File: config.mk
export PLATFORM = sky130hd
export DESIGN_NAME = q_frag_readback
export DESIGN_NICKNAME = d
export VERILOG_FILES = /design/src/rtl/q_frag_pkg.sv /design/src/rtl/q_frag_piso_shift.sv /design/src/rtl/q_frag_readback.sv
export SDC_FILE = /design/constraint.sdc
export NUM_CORES = 1
export LEC_CHECK = 0
export ABC_CLOCK_PERIOD_IN_PS = 1620
export BUFFER_PORTS_ARGS = -buffer_cell sky130_fd_sc_hd__buf_2
export CAP_MARGIN = 20
export CORE_UTILIZATION = 45
export DETAILED_ROUTE_END_ITERATION = 7
export GPL_ROUTABILITY_DRIVEN = 0
export HOLD_SLACK_MARGIN = 0.12
export PLACE_DENSITY = 0.76
export SETUP_SLACK_MARGIN = 0.15
export SYNTH_ARGS = -nofsm -noshare
export SYNTH_HDL_FRONTEND = slang
export SYNTH_HIERARCHICAL = 1
export SYNTH_SLANG_ARGS = --single-unit
File: constraint.sdc
create_clock -name QCK -period 1.62 [get_ports QCK]
set_input_delay 0.243 -clock QCK [delete_from_list [all_inputs] [get_ports QCK]]
set_output_delay 0.243 -clock QCK [all_outputs]
set_load 0.05 [all_outputs]
File: src/rtl/q_frag_pkg.sv
// q_frag_pkg: shared FSM state encoding and counter-width helper for the Q_FRAG readback path
package q_frag_pkg;

    typedef enum logic [2:0] {
        S_IDLE,
        S_FREEZE,
        S_CAPTURE,
        S_SHIFT,
        S_PARITY,
        S_DONE
    } state_t;

    // Wide enough to hold NUM_FRAGS itself, not just NUM_FRAGS-1
    function automatic int cnt_w(input int n);
        return $clog2(n) + 1;
    endfunction

endpackage

File: src/rtl/q_frag_piso_shift.sv
// q_frag_piso_shift: parallel-load, shift-right-on-enable snapshot register with running parity
// Ports: clk, rst (sync, active-high); load + d load the snapshot; shift moves it one bit
// toward q0; q0 is the bit currently at the output; par is the XOR of all bits shifted out
// since the last load.
module q_frag_piso_shift #(
    parameter int NUM_FRAGS = 16
) (
    input  logic                 clk,
    input  logic                 rst,
    input  logic                 load,
    input  logic                 shift,
    input  logic [NUM_FRAGS-1:0] d,
    output logic                 q0,
    output logic                 par
);

    logic [NUM_FRAGS-1:0] shadow;

    // Once every bit has been shifted out, par equals the even parity of the captured frame
    always_ff @(posedge clk) begin
        if (rst) begin
            shadow <= '0;
            par    <= 1'b0;
        end else if (load) begin
            shadow <= d;
            par    <= 1'b0;
        end else if (shift) begin
            shadow <= shadow >> 1;
            par    <= par ^ shadow[0];
        end
    end

    assign q0 = shadow[0];

endmodule

File: src/rtl/q_frag_readback.sv
// q_frag_readback: freezes Q_FRAG enables, snapshots QZ_IN and streams it out LSB first over valid/ready
// Ports: QCK clock; QRT sync active-high reset; CAP_REQ level capture request (IDLE only);
// QZ_IN fragment QZ outputs; QEN_FREEZE holds array QEN low; SDO/SDO_VALID/SDO_READY/SDO_LAST
// serial link; CAP_ACK one-cycle frame-done pulse; BUSY high outside IDLE.
// Build option: define Q_FRAG_READBACK_PARITY_EN to append an even-parity bit to each frame.
module q_frag_readback
    import q_frag_pkg::*;
#(
    parameter int NUM_FRAGS = 16
) (
    input  logic                 QCK,
    input  logic                 QRT,
    input  logic                 CAP_REQ,
    input  logic [NUM_FRAGS-1:0] QZ_IN,
    output logic                 QEN_FREEZE,
    output logic                 SDO,
    output logic                 SDO_VALID,
    input  logic                 SDO_READY,
    output logic                 SDO_LAST,
    output logic                 CAP_ACK,
    output logic                 BUSY
);

    localparam int CNT_W = cnt_w(NUM_FRAGS);

    state_t           state, state_nx;
    logic [CNT_W-1:0] cnt;
    logic             load, shift, fire, q0, par, last_data;

    q_frag_piso_shift #(.NUM_FRAGS(NUM_FRAGS)) u_piso (
        .clk  (QCK),
        .rst  (QRT),
        .load (load),
        .shift(shift),
        .d    (QZ_IN),
        .q0   (q0),
        .par  (par)
    );

    assign fire      = SDO_VALID && SDO_READY;
    assign load      = state == S_CAPTURE;
    assign shift     = state == S_SHIFT && fire;
    assign last_data = cnt == CNT_W'(1);

    always_ff @(posedge QCK) begin
        if (QRT) begin
            state <= S_IDLE;
            cnt   <= '0;
        end else begin
            state <= state_nx;
            if (load)
                cnt <= CNT_W'(NUM_FRAGS);
            else if (shift)
                cnt <= cnt - 1'b1;
        end
    end

    always_comb begin
        state_nx = state;
        case (state)
            S_IDLE:    state_nx = CAP_REQ ? S_FREEZE : S_IDLE;
            S_FREEZE:  state_nx = S_CAPTURE;
            S_CAPTURE: state_nx = S_SHIFT;
`ifdef Q_FRAG_READBACK_PARITY_EN
            S_SHIFT:   state_nx = (shift && last_data) ? S_PARITY : S_SHIFT;
            S_PARITY:  state_nx = fire ? S_DONE : S_PARITY;
`else
            S_SHIFT:   state_nx = (shift && last_data) ? S_DONE : S_SHIFT;
`endif
            S_DONE:    state_nx = S_IDLE;
            default:   state_nx = S_IDLE;
        endcase
    end

    // S_PARITY is unreachable without the parity build, so its output terms vanish there
    assign QEN_FREEZE = state == S_FREEZE || state == S_CAPTURE;
    assign SDO_VALID  = state == S_SHIFT || state == S_PARITY;
    assign SDO        = (state == S_SHIFT && q0) || (state == S_PARITY && par);
    assign CAP_ACK    = state == S_DONE;
    assign BUSY       = state != S_IDLE;
`ifdef Q_FRAG_READBACK_PARITY_EN
    assign SDO_LAST   = state == S_PARITY;
`else
    assign SDO_LAST   = state == S_SHIFT && last_data;
`endif

endmodule

Word-level counts from Yosys, hierarchy flattened:

Index checks and enable logic that the tools add are counted.

* flip-flop bits (word level): 25
* input port bits: 20
* output and inout bits: 6
* logic and storage cells: 33

* add/sub/neg operators: 1
* eq/ne operators: 6
* multiplexer cells: 7
* bitwise logic cells: 1
* reduce and logical (&&, ||, !) cells: 13

Operator list (number)
* two-way mux 16 bit: 2
* one-hot mux 3 bit (4 select lines): 1
* two-way mux 5 bit: 2
* == test 3 x 2 -> 1 bit, second input constant: 2
* == test 3 bit, second input constant: 2
* logical AND 1 bit: 6
* == test 5 x 1 -> 1 bit, second input constant: 1
* subtractor 5 x 1 -> 5 bit, second input constant: 1
* == test 3 x 1 -> 1 bit, second input constant: 1
* zero test 3 bit: 1
* logical OR 1 bit: 3
* two-way mux 3 bit: 1
* nonzero test 3 bit: 1
* nonzero test 2 bit: 1
* OR reduction 2 bit: 1
* two-way mux 1 bit: 1
* bitwise XOR 1 bit: 1

Longest topological paths before layout:

* depth after elaboration: 7
* mapped depth: 7
* depth with buffers taken out: 5

Cells and area by module:

The synthesis kept the hierarchy.

By module, submodules not included
* q_frag_piso_shift: times used 1, cells an instance 76, area an instance 797.0 um2, seq. area each 340.3 um2
* q_frag_readback: times used 1, cells an instance 55, area an instance 499.2 um2, seq. area each 160.2 um2

Least setup slack after synthesis:

OpenSTA, ideal clock, no wires.

* kind: flip-flop to output port
* start point: register state[2]
* end point: output SDO_VALID
* data arrival time: 1765 ps
* data required time: 1377 ps
* slack: -388 ps
* cell stages (with the launch flop): 3
* buffers on the path: 0
* cells stage by stage: dfxtp_1 or2b_1 o21ai_0

* cells in the longest elaborated chain, start to end: 2
* elaborated cells between the ends (all ways): 3
* classes of those cells: 2 x eq/ne; 1 x reduce/logical

Ends and longest elaborated chain
* start: declaration: RTL line q_frag_readback.sv:26 `state_t state, state_nx;`
* start signal: assignment: RTL line q_frag_readback.sv:50 `state <= state_nx;`
* == test 3 x 2 -> 1 bit or == test 3 bit (tied branches): RTL line q_frag_readback.sv:77 `assign SDO_VALID = state == S_SHIFT || state == S_PARITY;`
* logical OR 1 bit *: RTL line q_frag_readback.sv:77
* end: declaration: RTL line q_frag_readback.sv:17 `output logic SDO_VALID,`

Every way passes the cells marked *; elsewhere a longest branch is shown, timed or not.

Final worst setup path:

* start point: register cnt[1]
* end point: output SDO_LAST

* cells in the longest elaborated chain, start to end: 2

Ends and longest elaborated chain
* start: declaration: RTL line q_frag_readback.sv:27 `logic [CNT_W-1:0] cnt;`
* start signal: assignment: RTL line q_frag_readback.sv:52 `cnt <= CNT_W'(NUM_FRAGS);`
* start signal: assignment: RTL line q_frag_readback.sv:54 `cnt <= cnt - 1'b1;`
* == test 5 x 1 -> 1 bit: RTL line q_frag_readback.sv:43 `assign last_data = cnt == CNT_W'(1);`
* logical AND 1 bit: RTL line q_frag_readback.sv:84 `assign SDO_LAST = state == S_SHIFT && last_data;`
* end: declaration: RTL line q_frag_readback.sv:19 `output logic SDO_LAST,`

Every way passes these cells.

==> flow_summary.toml <==
[layout]
diodes = 0
drive_gt1_share_pct = 41.8
area_growth_pct = 33.5
layoutNonFillerInstCount = 201
nets = 193

[logic_synthesis]
yosys.area.top_type = "dfxtp_1"
yosys.cell_count.top_type = "dfxtp_1"
synth-edff-count = 0
ys.flop_type = "dfxtp_1"
synth_common_cells = "dfxtp_1 (25), nor2b_1 (17), a211oi_1 (16)"
ys_types = 34
yosysSeqAreaShare_pct = 38.6
syn_area_um2 = 1300
syn_area_per_cell_um2 = 9.89
netlist_top_cells_area = "dfxtp_1 (39%), mux2i_1 (12%), a211oi_1 (9.3%), nor2b_1 (8.2%), buf_6 (2.6%)"
syn_nets = 153
ys_seq_elements = 25
async_reset_ff_share_pct = 0
yosys.area.top_type_share_pct = 38.6
synthCells = 131
yosysWarnings = 6

[worst_setup_path]
worstPathRequired_ns = 1.38
r2r_cells = 6
crit_slowest_cell = "dfxtp_2"
worstSetupEndpointType = "primary output"
r2r_end = "u_piso/shadow[15]"
path_delay_family = "simple AND/OR/NAND/NOR gates"
r2r-start = "state[0]"
crit_start = "cnt[1]"
path_buf_inv = 2
arrival_ns = 1.40
reg2reg_slack_ns = 0.18
path_class = "register to primary output"
cp_max_fo = 2
slowest_delay_ns = 0.35
cp-endpoint = "SDO_LAST"
path_depth = 5
start_kind = "register"
cp_cell_sequence = "inv_2, ha_4, nor4b_4, nor2b_4, buf_6"

[timing]
fin_crit_sh_pct = 101
fmax_mhz = 609
finalSetupTns_ns = -0.0228
report.final.slew_viol_count = 0
hold_viol = 0
max_slew_margin_pct = 70.5
rsz0062_at_grt = "true"
fin_ws_ns = -0.0228
max_slew.worst_pin.slew_ns = 0.443
setup_violations = 1
clock_skew_ns = 0.00889
finalCriticalPeriod_ns = 1.64
holdWs_ns = 0.167

[grt]
met3_usage_pct = 3.72
grt_pass1_wl_um = 4350
grt-busiest-layer = "met2"
grt_max_degree = 25
grt-ovfl-total = 0
grt_use_total_pct = 17.4
antenna_found_initial = 0
use_met1_pct = 19.2
first_global_vias = 1037
use_met2_pct = 30.5

[drt]
dr_total_vias = 1077
via_per_inst = 5.36
routed_wl_um = 2820
route.detailed.drc = 0
routedWlPerCell_um = 14.0
first_iter_violations = 34
first_pass_iters = 4
ant_nets = 0

[floorplanning]
die-area_um2 = 3100
rows = 19
die_h_um = 55.7
ios = 26
core_um2 = 2730
die_x_um = 55.7
start_util_pct = 47.4

[clocking]
ctsHoldBuffers = 0
numCtsBuffers = 3
clock_sinks = 25
cts_tree = "yes"
htree_levels = 1
clk_latency_ns = 0.32
clkSlewWorstSetupHoldPaths_ns = 0.14
cts-root-buf = "clkbuf_4"
cts_buffer_depth = 2

[placement]
place_hpwl_um = 1710
port_buffers = 25
dp.cells = 181

[run_status]
violations = "negative setup slack"
outcome = "finished with violations"

[run]
maxCapViolCount = 0

[pwr]
leakagePower_uw = 0.000647
vdd_drop_max_uv = 499
power.density_nw_per_um2 = 739

[hold_path]
hp-class = "primary input to register"
worst min-delay path, cell delays in order:
cell and delay, ns:
buf_2 0.12, nand2_1 0.05, nor3_1 0.04
how the worst min path moves through the flow:
stage | startpoint | endpoint | slack (ns) | depth (start not counted)
global route | QZ_IN[15] | u_piso/shadow[15] | 0.16 | 3
finish | SDO_READY | state[2] | 0.17 | 3
CTS | SDO_READY | state[2] | 0.15 | 3
detailed placement | cnt[3] | cnt[3] | 0.50 | 2
floorplan | QRT | cnt[4] | 0.31 | 1
global placement | cnt[3] | cnt[3] | 0.50 | 2
where the power goes:
part / switching (uW) / leakage (uW) / internal [uW]
combinational: 148 / 0.000425 / 152
clock: 193 / 0.0000139 / 94.2
sequential: 35.5 / 0.000208 / 657
registers in the layout (all words and copies together) (netlist names):
signal and flops:
cnt 5, state 3, u_piso/par 1, u_piso/shadow 16
metal layers:
| metal | vias to the layer above | share of wire [%] |
|---|---|---|
| met4 | 0 | 2.1 |
| met3 | 6 | 2.6 |
| li1 | 545 | - |
| met2 | 23 | 52 |
| met1 | 503 | 43 |
| met5 | - | 0 |
cells by family after synthesis:
| kind of cell | count (synthesis) | synth area share (%) |
|---|---|---|
| and+or+nand+nor | 43 | 21.9 |
| xor gates and xnor gates | 2 | 1.35 |
| DFF | 25 | 38.6 |
| adders and majority gates | 2 | 1.93 |
| muxes | 15 | 11.6 |
| buffers and inverters | 16 | 8.11 |
| AOI/OAI and AO/OA | 28 | 16.5 |
cell usage in the layout, fill, tap and decap left out, types with 2 or more instances in the layout:
master    synthesis  routed
nand3b_1          3       3
buf_4             0      13
buf_2             3      19
dfxtp_4           0       4
dfxtp_1          25      20
buf_6             3      11
a21oi_1           4       4
o21ai_2           0       2
mux2i_1          15      15
a211oi_1         16      16
nor3_1            3       3
clkbuf_4          0       3
inv_1             6       4
nor2_1            6       4
a211oi_2          2       2
nand2_1           2       2
nor2b_1          17      16
layout make-up:
cell class	count	area, um^2
Fill cell	210	1000
Multi-Input combinational cell	90	772
Sequential cell	25	517
Timing Repair Buffer	44	332
Inverter	7	41.3
Tap cell	31	38.8
Clock buffer	3	22.5
Clock inverter	1	7.51
timing repair:
item                                    4_1_cts  5_1_grt
setup buffers                                10        6
pin swaps                                     1        4
endpoints found under the setup margin       24        8
gates cloned                                  0        0
resized for setup                            33       10
through the flow:
stage                     worst slack, ns  utilization [%]  instance area, um^2  power (uW)
final                             -0.0228             63.3                 1730        1280
after global routing               -0.116             63.3                 1730        1340
after CTS                         -0.0344             60.0                 1640        1270
after detailed placement           0.0169             52.3                 1430         932
after global placement              0.131             52.3                 1430         922
after floorplan                     0.195                -                 1320         877
Note: power is estimated with default switching activity, not from simulation.
